$ cat src/rtl/ring_counter_gen.sv
// ring_counter_gen: ring / Johnson counter with direction, checked load, index tracking and wrap/err pulses
module ring_counter_gen #(
  parameter int WIDTH = 4,
  parameter int MODE  = 0,
  localparam int N    = (MODE == 0) ? WIDTH : 2 * WIDTH,
  localparam int IW   = $clog2(N)
) (
  input  logic             clk,
  input  logic             rst,
  input  logic             en,
  input  logic             dir,
  input  logic             load,
  input  logic [WIDTH-1:0] load_val,
  output logic [WIDTH-1:0] out,
  output logic [IW-1:0]    idx,
  output logic             wrap,
  output logic             err
);
  localparam logic [WIDTH-1:0] ONE  = {{(WIDTH-1){1'b0}}, 1'b1};
  localparam logic [WIDTH-1:0] ONES = '1;
  localparam logic [WIDTH-1:0] IDX0 = (MODE == 0) ? ONE : '0;
  localparam logic             TW   = (MODE != 0);
  localparam logic [IW-1:0]    LAST = IW'(N - 1);
  logic [WIDTH-1:0] out_q, out_d, fwd_out, rev_out;
  logic [IW-1:0]    idx_q, idx_d, fwd_idx, rev_idx, lv_idx;
  logic             wrap_q, wrap_d, err_q, err_d, lv_ok;
  // Johnson low half is ones filled from bit 0, high half is ones shifted up by s
  always_comb begin
    lv_ok  = 1'b0;
    lv_idx = '0;
    if (MODE == 0) begin
      for (int i = 0; i < WIDTH; i++)
        if (load_val == (ONE << i)) begin
          lv_ok  = 1'b1;
          lv_idx = IW'(i);
        end
    end else begin
      for (int i = 0; i <= WIDTH; i++)
        if (load_val == ~(ONES << i)) begin
          lv_ok  = 1'b1;
          lv_idx = IW'(i);
        end
      for (int i = 1; i < WIDTH; i++)
        if (load_val == (ONES << i)) begin
          lv_ok  = 1'b1;
          lv_idx = IW'(WIDTH + i);
        end
    end
  end
  assign fwd_out = {out_q[WIDTH-2:0], out_q[WIDTH-1] ^ TW};
  assign rev_out = {out_q[0] ^ TW, out_q[WIDTH-1:1]};
  assign fwd_idx = (idx_q == LAST) ? '0 : idx_q + IW'(1);
  assign rev_idx = (idx_q == '0) ? LAST : idx_q - IW'(1);
  always_comb begin
    out_d  = out_q;
    idx_d  = idx_q;
    wrap_d = 1'b0;
    err_d  = 1'b0;
    if (load) begin
      out_d = lv_ok ? load_val : IDX0;
      idx_d = lv_ok ? lv_idx : '0;
      err_d = !lv_ok;
    end else if (en) begin
      out_d  = dir ? rev_out : fwd_out;
      idx_d  = dir ? rev_idx : fwd_idx;
      wrap_d = dir ? (idx_q == '0) : (idx_q == LAST);
    end
  end
  always_ff @(posedge clk) begin
    if (rst) begin
      out_q  <= IDX0;
      idx_q  <= '0;
      wrap_q <= 1'b0;
      err_q  <= 1'b0;
    end else begin
      out_q  <= out_d;
      idx_q  <= idx_d;
      wrap_q <= wrap_d;
      err_q  <= err_d;
    end
  end
  assign out  = out_q;
  assign idx  = idx_q;
  assign wrap = wrap_q;
  assign err  = err_q;
endmodule
$ cat config.mk
export PLATFORM = sky130hd
export DESIGN_NAME = ring_counter_gen
export DESIGN_NICKNAME = d
export VERILOG_FILES = /design/src/rtl/ring_counter_gen.sv
export SDC_FILE = /design/constraint.sdc
export NUM_CORES = 1
export LEC_CHECK = 0
export ABC_CLOCK_PERIOD_IN_PS = 3500
export CORE_UTILIZATION = 25
export DETAILED_ROUTE_END_ITERATION = 6
export GPL_ROUTABILITY_DRIVEN = 0
export GPL_TIMING_DRIVEN = 0
export REMOVE_ABC_BUFFERS = 1
export SETUP_SLACK_MARGIN = 0.4
export SYNTH_ARGS = -nofsm -noshare
export SYNTH_HDL_FRONTEND = slang
export SYNTH_SLANG_ARGS = --single-unit
$ cat constraint.sdc
create_clock -name clk -period 3.5 [get_ports clk]
set_input_delay 0.7 -clock clk [delete_from_list [all_inputs] [get_ports clk]]
set_output_delay 0.7 -clock clk [all_outputs]
set_load 0.02 [all_outputs]
## Word level (Yosys, flattened, before mapping)

Index checks and enable logic that the tools add are counted.

| storage, ports and cells | value |
|---|---|
| bits in latches | 0 |
| flip-flop bits (word level) | 8 |
| input bits | 9 |
| logic and storage cells | 36 |
| bits in writable memories | 0 |
| memories kept | 0 |
| output and inout port bits | 8 |
| bits in read-only memories | 0 |

| cells by class | value |
|---|---|
| shifts and indexed selects | 0 |
| add/subtract/negate cells | 2 |
| div/mod/pow operators | 0 |
| reduce and logical (&&, ||, !) cells | 5 |
| bitwise gates (word level) | 2 |
| $mul | 0 |
| equality and inequality tests | 5 |
| multiplexer cells | 18 |
| magnitude comparators | 0 |

Operators with widths:

| cell | count |
|---|---|
| $mux 2 | 8 |
| $mux 4 | 4 |
| $mux 1 | 6 |
| $eq 4x1->1 const B | 1 |
| $eq 4x2->1 const B | 1 |
| $eq 4x3->1 const B | 1 |
| $eq 4x4->1 const B | 1 |
| $reduce_or 3->1 | 1 |
| $add 2x1->2 const B | 1 |
| $eq 2x2->1 const B | 1 |
| $logic_not 2->1 | 1 |
| $not 1->1 | 2 |
| $reduce_bool 2->1 | 1 |
| $reduce_or 2->1 | 1 |
| $sub 2x1->2 const B | 1 |
| $logic_not 1->1 | 1 |

## Depth between registers and ports, before layout

| logic depth | value |
|---|---|
| word-level depth | 7 |
| gate-level depth with buffers | 5 |
| mapped depth without buffers | 5 |

## Worst setup path before layout

OpenSTA, ideal clock, no wires.

| timing | value |
|---|---|
| kind | input -> register |
| from | in dir |
| to | reg out_q[1], in the netlist out[1] |
| data arrival time | 1,375 ps |
| cell stages on the path | 4 |
| setup time | 101 ps |
| path slack | 2,024 ps |
| data required time | 3,399 ps |
| path buffers | 1 |
| path through | buf_6 mux2i_1 a2111o_1 o41ai_1 |

| between the ends | value |
|---|---|
| cells in the longest elaborated chain, start to end | 3 |

Ends and longest elaborated chain:

| item | line | source |
|---|---|---|
| from (decl) | 11 | `input logic dir,` |
| $mux 4 | 64 | `out_d = dir ? rev_out : fwd_out;` |
| $mux 4 | 63 | `end else if (en) begin` |
| $mux 4 | 59 | `if (load) begin` |
| to (signal assigned) | 76 | `out_q <= out_d;` |
| to (decl) | 24 | `logic [WIDTH-1:0] out_q, out_d, fwd_out, rev_out;` |

No other way between the ends. The select of a mux whose other input is x is not followed.
A chain may end at the register's enable or synchronous reset.

## Worst setup path in the final report

| timing | value |
|---|---|
| from | reg idx_q[0], in the netlist idx[0] |
| to | out idx[0] |

RTL lines:

| item | line | source |
|---|---|---|
| from (decl) | 25 | `logic [IW-1:0] idx_q, idx_d, fwd_idx, rev_idx, lv_idx;` |
| from (signal assigned) | 77 | `idx_q <= idx_d;` |
| to (decl) | 15 | `output logic [IW-1:0] idx,` |

No word-level cell between the ends.

==> parameters.txt <==
Parameter                              Value

Placement
  Buffers on Ports ... 16
  Pre-CTS setup slack ... 1380 ps
  DP Area ... 671 um2
  Detail Placement HPWL ... 793 um

STA
  Setup TNS ... 0 ps
  Tmin final ... 1970 ps
  Unrepaired setup endpoints after global routing ... no
  Max-slew violation count ... 0
  Hold Vio Cnt, Final ... 0
  Minimum setup slack in the final design ... 1530 ps
  Worst-case headroom to the max-slew limit ... 0.720
  Achievable Freq ... 508 MHz
  Clock Skews ... 2.40 ps
  Part of the cycle the worst path needs ... 0.562
  Total setup violations reported at the end of the flow ... 0
  Pin slew with the least headroom to its limit ... 418 ps

Min path
  Min-Delay Path Class ... flip-flop to flip-flop

Global routing
  Global-route met1 utilization ... 0.142
  Overall fraction of global-route tracks in use ... 0.122
  Global-route wire length before repair ... 1.78 mm
  Number of antenna violations at the first check in global routing ... 0
  Via count of the first global-routing pass ... 416
  Busiest layer in global routing ... met2
  Fraction of met2 tracks used by global routing ... 0.183
  Pin count of the biggest net entering global routing ... 13
  Aggregate global routing overflow ... 0
  GR Util met3 ... 0.0157

Floorplanning
  # IOs ... 17
  Die height ... 46.5 um
  Cell Rows ... 15
  Initial Utilization ... 0.278
  Die area ... 2160 um2
  Core ar. ... 1780 um2
  Die X-Extent ... 46.5 um

Synth
  Number of instances in the synthesized netlist ... 55
  Post-synthesis cell type count ... 25
  Number of warning messages in the yosys log ... 0
  Synthesized area divided by synthesized cell count ... 9.01 um2
  Dominant cells by area after synthesis ... sky130_fd_sc_hd__dfxtp_1, sky130_fd_sc_hd__mux2i_1, sky130_fd_sc_hd__xnor2_1
  Library cell occupying the most area in the post-synthesis netlist ... sky130_fd_sc_hd__dfxtp_1
  Share of the synthesized area in the top cell type ... 0.323
  Area of the mapped netlist ... 495 um2
  Register bit total from synthesis ... 8
  Sequential area share after synthesis ... 0.323

Cells and area
  Final antenna diode count ... 0
  Share of final-layout standard cells stronger than drive strength 1 ... 0.0833
  Final core area utilization ... 0.389
  Non-Filler Cell Area, Final ... 693 um2
  Count of filler cells inserted in the layout ... 180
  Nets ... 85
  Synth-to-layout area growth ... 39.9%

CTS
  Count of cells resized by post-cts repair ... 0
  Number of buffers created by CTS ... 3
  Clock transition at the register clock pins on the worst setup and hold paths after CTS ... 50 ps
  Insertion delay to the later sink of the worst-skew pair ... 250 ps
  Number of buffers added for setup after CTS ... 0
  Level count of the clock H-tree ... 1
  CTS sink count ... 8
  Longest Clk Path Bufs ... 2
  Hold Buf Count CTS ... 0
  CTS tree ... done
  Clock Tree Root ... sky130_fd_sc_hd__clkbuf_4

Route
  Number of detailed-route iterations in the first pass ... 4
  DRC violations left ... 0
  Routed via count divided by cell count ... 4.55
  Routed length per instance ... 10.8 um
  Number of nets with antenna violations after routing ... 0
  Via total after detailed routing ... 441
  Total Routed Length ... 1.05 mm
  Number of DRC markers in iteration 0 ... 7

Critical path
  Setup Crit Path Kind ... flip-flop to primary output
  Worst-path cell chain ... clkdlybuf4s50_1
  Critical path launch point type ... flip-flop
  Crit path required time ... 2800 ps
  CP Data Arrival Time ... 1270 ps
  Critical Path Slowest Stage Cell ... sky130_fd_sc_hd__clkdlybuf4s50_1
  Total buffers and inverters traversed by the critical path ... 1
  Largest fanout of any net on the critical path ... 4
  Cell family with most CP delay ... buffers and inverters
  CP Capture Type ... primary output
  Slowest cell delay on critical path ... 620 ps

Power
  IR drop worst, VDD ... 0.112 mV
  Reported leakage power ... 0.261 nW
  Power per standard cell area ... 339 nW/um2

Run status
  Status ... finished clean

Flow run
  Total of max-cap violations ... 0
==> cells by family after synthesis <==
kind of cell / count (synthesis) / synth area share
simple gates: 16 / 0.172
flops: 8 / 0.323
compound gates: 15 / 0.227
fa+ha+maj: 2 / 0.0505
xor+xnor: 4 / 0.0707
buf+inv: 5 / 0.0555
mux: 5 / 0.101
==> per-stage QoR <==
stage          cells  total power [mW]  hold WS, ps
4_1_cts           97             0.240          632
2_1_floorplan     53             0.135          682
3_5_place_dp      94             0.166          622
6_report          97             0.235          628
5_1_grt           97             0.250          687
3_3_place_gp      94             0.166          621
==> layout make-up <==
class	instances	area [um2]	share of cell area
inverters	3	11.3	0.0162
clock buffers	3	22.5	0.0325
flip-flops and latches	8	160	0.231
repair buffers	16	160	0.231
multi-input cells	42	308	0.444
well taps	25	31.3	0.0451
==> layout by cell type, fill, tap and decap left out <==
cell type / n
sky130_fd_sc_hd__nand2b_2: 1
sky130_fd_sc_hd__mux2i_1: 5
sky130_fd_sc_hd__o2bb2ai_1: 3
sky130_fd_sc_hd__nor3_1: 1
sky130_fd_sc_hd__o41ai_1: 1
sky130_fd_sc_hd__o32a_1: 1
sky130_fd_sc_hd__clkbuf_4: 3
sky130_fd_sc_hd__inv_1: 3
sky130_fd_sc_hd__or2b_1: 1
sky130_fd_sc_hd__nand2b_1: 2
sky130_fd_sc_hd__a21oi_1: 4
sky130_fd_sc_hd__o211ai_1: 1
sky130_fd_sc_hd__ha_1: 2
sky130_fd_sc_hd__or2_2: 1
sky130_fd_sc_hd__a211oi_1: 1
sky130_fd_sc_hd__nand2_1: 1
sky130_fd_sc_hd__o21ai_0: 1
sky130_fd_sc_hd__nor2_1: 8
sky130_fd_sc_hd__a2111o_1: 1
sky130_fd_sc_hd__or3_4: 1
sky130_fd_sc_hd__a211o_1: 1
sky130_fd_sc_hd__dfxtp_1: 8
sky130_fd_sc_hd__xnor2_1: 4
sky130_fd_sc_hd__clkdlybuf4s50_1: 16
sky130_fd_sc_hd__o21a_1: 1
==> where the power goes <==
part,leakage [nW],total [mW],switching (mW),internal (mW)
clock,0.0138,0.0712,0.0319,0.0393
combinational,0.182,0.0632,0.0299,0.0333
sequential,0.0657,0.101,0.00442,0.0965
total,0.261,0.235,0.0662,0.169
==> worst register-to-register path: stages (launching register included) <==
cell	delay, ps
sky130_fd_sc_hd__dfxtp_1	390
sky130_fd_sc_hd__inv_1	60
sky130_fd_sc_hd__ha_1	300
sky130_fd_sc_hd__xnor2_1	120
sky130_fd_sc_hd__a21oi_1	170
sky130_fd_sc_hd__o2bb2ai_1	120
==> sequential cells by signal (all words and copies together) (netlist names) <==
| register | cells |
|---|---|
| err | 1 |
| idx | 2 |
| out | 4 |
| wrap | 1 |
==> synth_stat cells <==
cell type and number:
sky130_fd_sc_hd__ha_1 2, sky130_fd_sc_hd__nor3_1 1, sky130_fd_sc_hd__mux2i_1 5, sky130_fd_sc_hd__nand2b_1 2
sky130_fd_sc_hd__a211oi_1 1, sky130_fd_sc_hd__a211o_1 1, sky130_fd_sc_hd__o32a_1 1, sky130_fd_sc_hd__o41ai_1 1
sky130_fd_sc_hd__o21a_1 1, sky130_fd_sc_hd__nand2b_2 1, sky130_fd_sc_hd__a21oi_1 4, sky130_fd_sc_hd__a2111o_1 1
sky130_fd_sc_hd__xnor2_1 4, sky130_fd_sc_hd__o211ai_1 1, sky130_fd_sc_hd__or2b_1 1, sky130_fd_sc_hd__or2_2 1
sky130_fd_sc_hd__nand2_1 1, sky130_fd_sc_hd__inv_1 3, sky130_fd_sc_hd__o21ai_0 1, sky130_fd_sc_hd__or3_4 1
sky130_fd_sc_hd__dfxtp_1 8, sky130_fd_sc_hd__nor2_1 8, sky130_fd_sc_hd__o2bb2ai_1 3, sky130_fd_sc_hd__buf_6 1
sky130_fd_sc_hd__buf_2 1
==> routing by layer <==
layer,vias to the layer above,share of wire
met4,0,0.034
met3,4,0.045
met2,15,0.42
met1,190,0.50
li1,232,-
met5,-,0
==> worst paths after layout <==
path                            startpoint     end  slack, ps  cells past startpoint
worst max register to register      idx[0]  idx[1]       2280                      5
worst max-delay path                idx[0]  idx[0]       1530                      1
worst min register to register      out[2]  out[2]        630                      3
worst min-delay path                out[2]  out[2]        630                      3
Power figures use the tool's default switching activity.
